`src/rtl/pipeline_ctrl_sequencer.sv`:
```
// Pipeline-control sequencer: arbitrates stall, mispredict and memory-wait requests into PC/IF/ID/ID/EX enables and flushes.
// Stage controls are combinational (same cycle); boot_cnt, state and event counters are registered.
module pipeline_ctrl_sequencer #(
  parameter int FLUSH_CYCLES = 2,
  parameter int CNT_W        = 16
) (
  input  logic             clk,
  input  logic             rst,
  input  logic             stall_ctrl,
  input  logic             stall_cnt,
  input  logic             mispredict,
  input  logic             mem_busy,
  input  logic             cnt_clr,
  output logic [1:0]       boot_cnt,
  output logic             pc_en,
  output logic             if_id_en,
  output logic             if_id_flush,
  output logic             id_ex_flush,
  output logic [1:0]       ctrl_state,
  output logic [CNT_W-1:0] stall_events,
  output logic [CNT_W-1:0] flush_events
);

  typedef enum logic [1:0] {
    ST_BOOT     = 2'd0,
    ST_RUN      = 2'd1,
    ST_FLUSH    = 2'd2,
    ST_WAIT_MEM = 2'd3
  } state_e;

  state_e           state_q, state_d;
  logic [1:0]       boot_cnt_q, boot_cnt_d;
  logic [3:0]       flush_cnt_q, flush_cnt_d;
  logic             pending_mp_q, pending_mp_d;
  logic [CNT_W-1:0] stall_events_q, stall_events_d;
  logic [CNT_W-1:0] flush_events_q, flush_events_d;

  logic pc_en_c, if_id_en_c, if_id_flush_c, id_ex_flush_c;
  logic run_eval, mp_eff, stall_inc, flush_inc;

  always_comb begin
    state_d       = state_q;
    boot_cnt_d    = (boot_cnt_q == 2'd3) ? 2'd3 : boot_cnt_q + 2'd1;
    flush_cnt_d   = flush_cnt_q;
    pending_mp_d  = pending_mp_q;
    pc_en_c       = 1'b0;
    if_id_en_c    = 1'b0;
    if_id_flush_c = 1'b0;
    id_ex_flush_c = 1'b0;
    run_eval      = 1'b0;
    mp_eff        = mispredict;
    stall_inc     = 1'b0;
    flush_inc     = 1'b0;

    case (state_q)
      ST_BOOT: begin
        pc_en_c       = 1'b1;
        if_id_en_c    = 1'b1;
        id_ex_flush_c = 1'b1;
        if (boot_cnt_q != 2'd0) state_d = ST_RUN;
      end
      ST_RUN: run_eval = 1'b1;
      ST_FLUSH: begin
        // Wrong-path requests are dropped here; only a memory wait can pause the flush.
        if (!mem_busy) begin
          pc_en_c       = 1'b1;
          if_id_en_c    = 1'b1;
          if_id_flush_c = 1'b1;
          id_ex_flush_c = 1'b1;
          flush_cnt_d   = flush_cnt_q - 4'd1;
          if (flush_cnt_q <= 4'd1) state_d = ST_RUN;
        end
      end
      ST_WAIT_MEM: begin
        if (mem_busy) begin
          if (mispredict) pending_mp_d = 1'b1;
        end else begin
          run_eval     = 1'b1;
          mp_eff       = mispredict | pending_mp_q;
          pending_mp_d = 1'b0;
        end
      end
      default: state_d = ST_BOOT;
    endcase

    if (run_eval) begin
      if (mp_eff) begin
        pc_en_c       = 1'b1;
        if_id_en_c    = 1'b1;
        if_id_flush_c = 1'b1;
        id_ex_flush_c = 1'b1;
        flush_inc     = 1'b1;
        if (FLUSH_CYCLES > 1) begin
          state_d     = ST_FLUSH;
          flush_cnt_d = 4'(FLUSH_CYCLES - 1);
        end else begin
          state_d = ST_RUN;
        end
      end else if (mem_busy) begin
        state_d = ST_WAIT_MEM;
      end else if (stall_ctrl) begin
        id_ex_flush_c = 1'b1;
        stall_inc     = stall_cnt;
        state_d       = ST_RUN;
      end else begin
        pc_en_c    = 1'b1;
        if_id_en_c = 1'b1;
        state_d    = ST_RUN;
      end
    end

    stall_events_d = cnt_clr ? '0 : stall_events_q + CNT_W'(stall_inc);
    flush_events_d = cnt_clr ? '0 : flush_events_q + CNT_W'(flush_inc);
  end

  always_ff @(posedge clk) begin
    if (rst) begin
      state_q        <= ST_BOOT;
      boot_cnt_q     <= 2'd0;
      flush_cnt_q    <= 4'd0;
      pending_mp_q   <= 1'b0;
      stall_events_q <= '0;
      flush_events_q <= '0;
    end else begin
      state_q        <= state_d;
      boot_cnt_q     <= boot_cnt_d;
      flush_cnt_q    <= flush_cnt_d;
      pending_mp_q   <= pending_mp_d;
      stall_events_q <= stall_events_d;
      flush_events_q <= flush_events_d;
    end
  end

  // Reset holds the pipe frozen and filled with bubbles.
  assign pc_en        = rst ? 1'b0 : pc_en_c;
  assign if_id_en     = rst ? 1'b0 : if_id_en_c;
  assign if_id_flush  = rst ? 1'b1 : if_id_flush_c;
  assign id_ex_flush  = rst ? 1'b1 : id_ex_flush_c;
  assign boot_cnt     = boot_cnt_q;
  assign ctrl_state   = state_q;
  assign stall_events = stall_events_q;
  assign flush_events = flush_events_q;

endmodule

```
`config.mk`:
```
export PLATFORM = sky130hd
export DESIGN_NAME = pipeline_ctrl_sequencer
export DESIGN_NICKNAME = d
export VERILOG_FILES = /design/src/rtl/pipeline_ctrl_sequencer.sv
export SDC_FILE = /design/constraint.sdc
export NUM_CORES = 1
export LEC_CHECK = 0
export BUFFER_PORTS_ARGS = -buffer_cell sky130_fd_sc_hd__buf_4
export CAP_MARGIN = 40
export CORE_MARGIN = 1.5
export CORE_UTILIZATION = 45
export CTS_CLUSTER_DIAMETER = 60
export DETAILED_ROUTE_END_ITERATION = 8
export GPL_TIMING_DRIVEN = 0
export PLACE_DENSITY_LB_ADDON = 0.12
export SETUP_SLACK_MARGIN = 0.2
export SYNTH_ARGS = -nofsm -noshare
export SYNTH_HDL_FRONTEND = slang
export SYNTH_SLANG_ARGS = --single-unit
```
`constraint.sdc`:
```
create_clock -name clk -period 6.7 [get_ports clk]
set_input_delay 0.335 -clock clk [delete_from_list [all_inputs] [get_ports clk]]
set_output_delay 0.335 -clock clk [all_outputs]
set_load 0.02 [all_outputs]
```
Word-level counts from Yosys, hierarchy flattened
Index checks and enable logic that the tools add are counted.
Widths: inputs -> output; s select.
Cells by class
  add/sub/neg operators: 4
  magnitude comparators: 1
  equal/unequal tests: 8
  multiplexer cells: 39
  bitwise gates (word level): 1
  reductions and logical operators: 6
Operators with widths (number)
  $add 16x1->16: 2
  $mux 1: 25
  $mux 4: 4
  $mux 2: 7
  $ne 3x3->1 const B: 3
  $eq 2x2->1 const B: 3
  $le 4x1->1 const B: 1
  $pmux 1 s2: 2
  $pmux 2 s2: 1
  $reduce_and 4->1: 1
  $sub 4x1->4 const B: 1
  $reduce_bool 3->1: 1
  $add 2x1->2 const B: 1
  $eq 2x1->1 const B: 1
  $logic_not 2->1: 1
  $ne 2x2->1 const B: 1
  $reduce_and 2->1: 1
  $reduce_bool 2->1: 1
  $reduce_or 2->1: 1
  $or 1x1->1: 1
Word-level totals
  flip-flop bits (word level): 41
  input bits: 7
  output and inout port bits: 40
  word-level logic and storage cells: 65

Longest topological paths before layout
  depth after elaboration: 7
  gate-level depth with buffers: 9
  mapped depth without buffers: 9

Worst setup path before layout
OpenSTA, ideal clock, no wires.
  path kind: reg2reg
  start: reg state_q[0] (netlist: ctrl_state[0])
  end: reg stall_events_q[12] (netlist: stall_events[12])
  library setup time: 0.116 ns
  arrival time: 2.262 ns
  setup slack: 4.323 ns
  stages on the path, launching flop included: 10
  path buffers: 1
  period minus slack after synthesis: 2.377 ns
  cell sequence: dfxtp_1 -> buf_1 -> nand3_1 -> nor3b_1 -> ha_1 -> ha_1 -> nand2_1 -> nor4_2 -> a21oi_1 -> a31o_1
Between the ends
  cells in the longest elaborated chain, start to end: 5
Ends and longest elaborated chain
  from (decl): line 31  | state_e state_q, state_d;
  from (signal assigned): line 125  | state_q <= state_d;
  $eq 2x2->1: line 55  | case (state_q)
  $mux 1: line 55
  $mux 1: line 87  | if (mp_eff) begin
  $mux 1 *: line 86  | if (run_eval) begin
  $add 16x1->16 *: line 112  | stall_events_d = cnt_clr ? '0 : stall_events_q + CNT_W'(stall_inc);
  to (signal assigned): line 129  | stall_events_q <= stall_events_d;
  to (decl): line 35  | logic [CNT_W-1:0] stall_events_q, stall_events_d;
Mark *: on every way between the ends. The rest lies on a longest branch, timed or not.
A chain may end at the register's enable or synchronous reset.

Worst setup path in the final report
Same ends and word-level chain as after synthesis.

==> metrics <==
Critical Path RT 6.89 ns; CTS Buf Count 5; initial antenna violation count 0; Max Buffers Root-to-Sink 2; core area 4060 um^2; worst hold path type input port to flip-flop; # hold bufs at CTS 0; PortBufs 46; Clock power frac 0.342; GRT Resource Usage Total 0.175; fin crit share 0.395; clk root buf clkbuf_8; clk_lat worst skew 0.29 ns; Worst slew margin 0.653; flops & latches, synth 41; routability cong. 0.771; Setup TNS 0 ns; DR iter-0 viols 95; Mapped Area 1920 um^2; syn nets 234; Area after DPL 2330 um^2; Congestion Overflow GR 0; Die Span X 68.3 um; min Tclk post-route 2.64 ns; sw frac 0.255; Least-Margin Pin Slew 0.519 ns; Post-DP HPWL 2.84 mm; max cap viols 0; fmax 378 MHz; Cells after Synth 219; warnings from Yosys 0; DR pass1 iterations 4; Worst Setup End Kind flip-flop; die height 68.3 um; Yosys cell types 39; Final Cell Area 2410 um^2; CTS tree built; Final Skew 0.00689 ns; Avg Cell Area, Syn 8.76 um^2; WL final 3.84 mm; post-CTS setup repair buffer count 0; status complete, no violations; r2r setup slk 4.06 ns; share of cells above drive strength 1 0.224; Leak 0.981 nW; TritonCTS sink count 41; Slew Limit Fails 0; global-route wire length before repair 6.14 mm; startpoint class of the critical path flip-flop; sequential share of the synthesized area 0.428; initial core utilization 0.473; Top Ports 47; ys async rst share 0; Cell Pwr Density 197 nW/um^2; dominant synthesized flop cell dfxtp_1; Final #Nets 287; Reg power frac 0.536; most frequent cells in the layout 48 x buf_4, 41 x dfxtp_1, 33 x nor2_1; Area Overhead vs Synth 25.7%; number of synthesized flops with an enable pin 0; clock-pin transition on the worst setup and hold timing paths 0.07 ns; Psw 0.122 mW; CTS H-tree depth 2; drt via density 5.11; most common cell after layout, fill and taps aside buf_4; P_int 0.355 mW; Die ar. 4670 um^2; CP Class flip-flop to flip-flop; Max VDD drop 98.2 uV; largest net degree at the start of global routing 12; Vias 1646; post-layout util 0.595; worst hold slack 0.407 ns; # DRC 0; Hold Fails Final Rpt 0; Comb power frac 0.122; critical-path maximum fanout 10; antenna-violating nets left 0; ant diodes 0; vias in the first global route 1389; post_cts resized 0; drt wl/cell 11.9 um; RSZ-0062 raised after global routing no; Rows 23; Final setup viols 0; crit path DAT 2.83 ns
## registers in the layout (all words and copies together) (netlist names)
| register | cells |
|---|---|
| boot_cnt | 2 |
| ctrl_state | 2 |
| flush_cnt_q | 4 |
| flush_events | 16 |
| pending_mp_q | 1 |
| stall_events | 16 |
## metrics by stage
| stage | total power [mW] | instances | setup WS [ns] |
|---|---|---|---|
| 5_1_grt | 0.497 | 322 | 3.68 |
| 3_5_place_dp | 0.319 | 315 | 4.02 |
| 4_1_cts | 0.481 | 322 | 4.04 |
| 6_report | 0.476 | 322 | 4.06 |
| 3_3_place_gp | 0.318 | 315 | 4.03 |
| 2_1_floorplan | 0.298 | 219 | 4.32 |
## critical path, cell delays in order, from the launching register on
cell and delay, ns:
dfxtp_1 0.40, buf_1 0.34, nand3_1 0.15, nor3b_1 0.38, ha_1 0.22, ha_1 0.20, nand2_1 0.14, nor4_2 0.39
a21oi_1 0.12, a31o_1 0.19
## layout make-up
class | instances | area, um^2
inverters | 9 | 33.8
multi-input cells | 161 | 1030
fillers | 359 | 1640
plain buffers | 8 | 38.8
flip-flops and latches | 41 | 821
clock buffers | 7 | 86.3
repair buffers | 46 | 345
well taps | 50 | 62.6
## cells in the mapped netlist, types with 2 or more instances
cell / number / area [um^2]
inv_1: 9 / 33.8
dfxtp_1: 41 / 821
and4_1: 3 / 26.3
nand4_1: 6 / 37.5
ha_1: 8 / 100
or2_1: 2 / 12.5
buf_4: 2 / 15.0
nor3_1: 7 / 35.0
and2_1: 4 / 25.0
nor4_1: 2 / 12.5
a21oi_1: 12 / 60.1
a211oi_1: 3 / 22.5
a31oi_1: 5 / 31.3
a31o_1: 2 / 17.5
xnor2_1: 11 / 96.3
nand3_1: 10 / 50.1
xor2_1: 10 / 87.6
nand2_1: 15 / 56.3
or3_1: 5 / 31.3
nor2_1: 33 / 124
o21ai_0: 6 / 30.0
clkbuf_1: 4 / 15.0
and3_1: 2 / 12.5
a41o_1: 2 / 20.0
## per-layer routing
layer,GRT usage,wire (um),vias up
li1,-,-,869
met1,0.233,1930,735
met2,0.272,1690,35
met3,0.0296,153,7
met4,0.0900,72,0
met5,0,0,-
## path summary, 6_finish.rpt
check / to / cells past startpoint / from
worst max register to register: stall_events[12]$_SDFF_PP0_ / 9 / ctrl_state[0]$_SDFFE_PP0P_
worst min-delay path: ctrl_state[1]$_SDFFE_PP0P_ / 3 / mem_busy
worst max-delay path: stall_events[12]$_SDFF_PP0_ / 9 / ctrl_state[0]$_SDFFE_PP0P_
worst min register to register: boot_cnt[0]$_SDFF_PP0_ / 1 / boot_cnt[0]$_SDFF_PP0_
## cells by family after synthesis
family | synth area share
buf+inv | 0.0378
compound gates | 0.106
xor+xnor | 0.104
flops | 0.428
fa+ha+maj | 0.0522
simple gates | 0.272
## power groups by stage
stage,Sequential (mW),Combinational (mW),Clock (mW)
global route,0.256,0.0652,0.176
global placement,0.261,0.0575,0
detailed placement,0.260,0.0583,0
finish,0.255,0.0582,0.163
floorplan,0.263,0.0351,0
CTS,0.255,0.0584,0.168
Note: power is estimated with default switching activity, not from simulation.
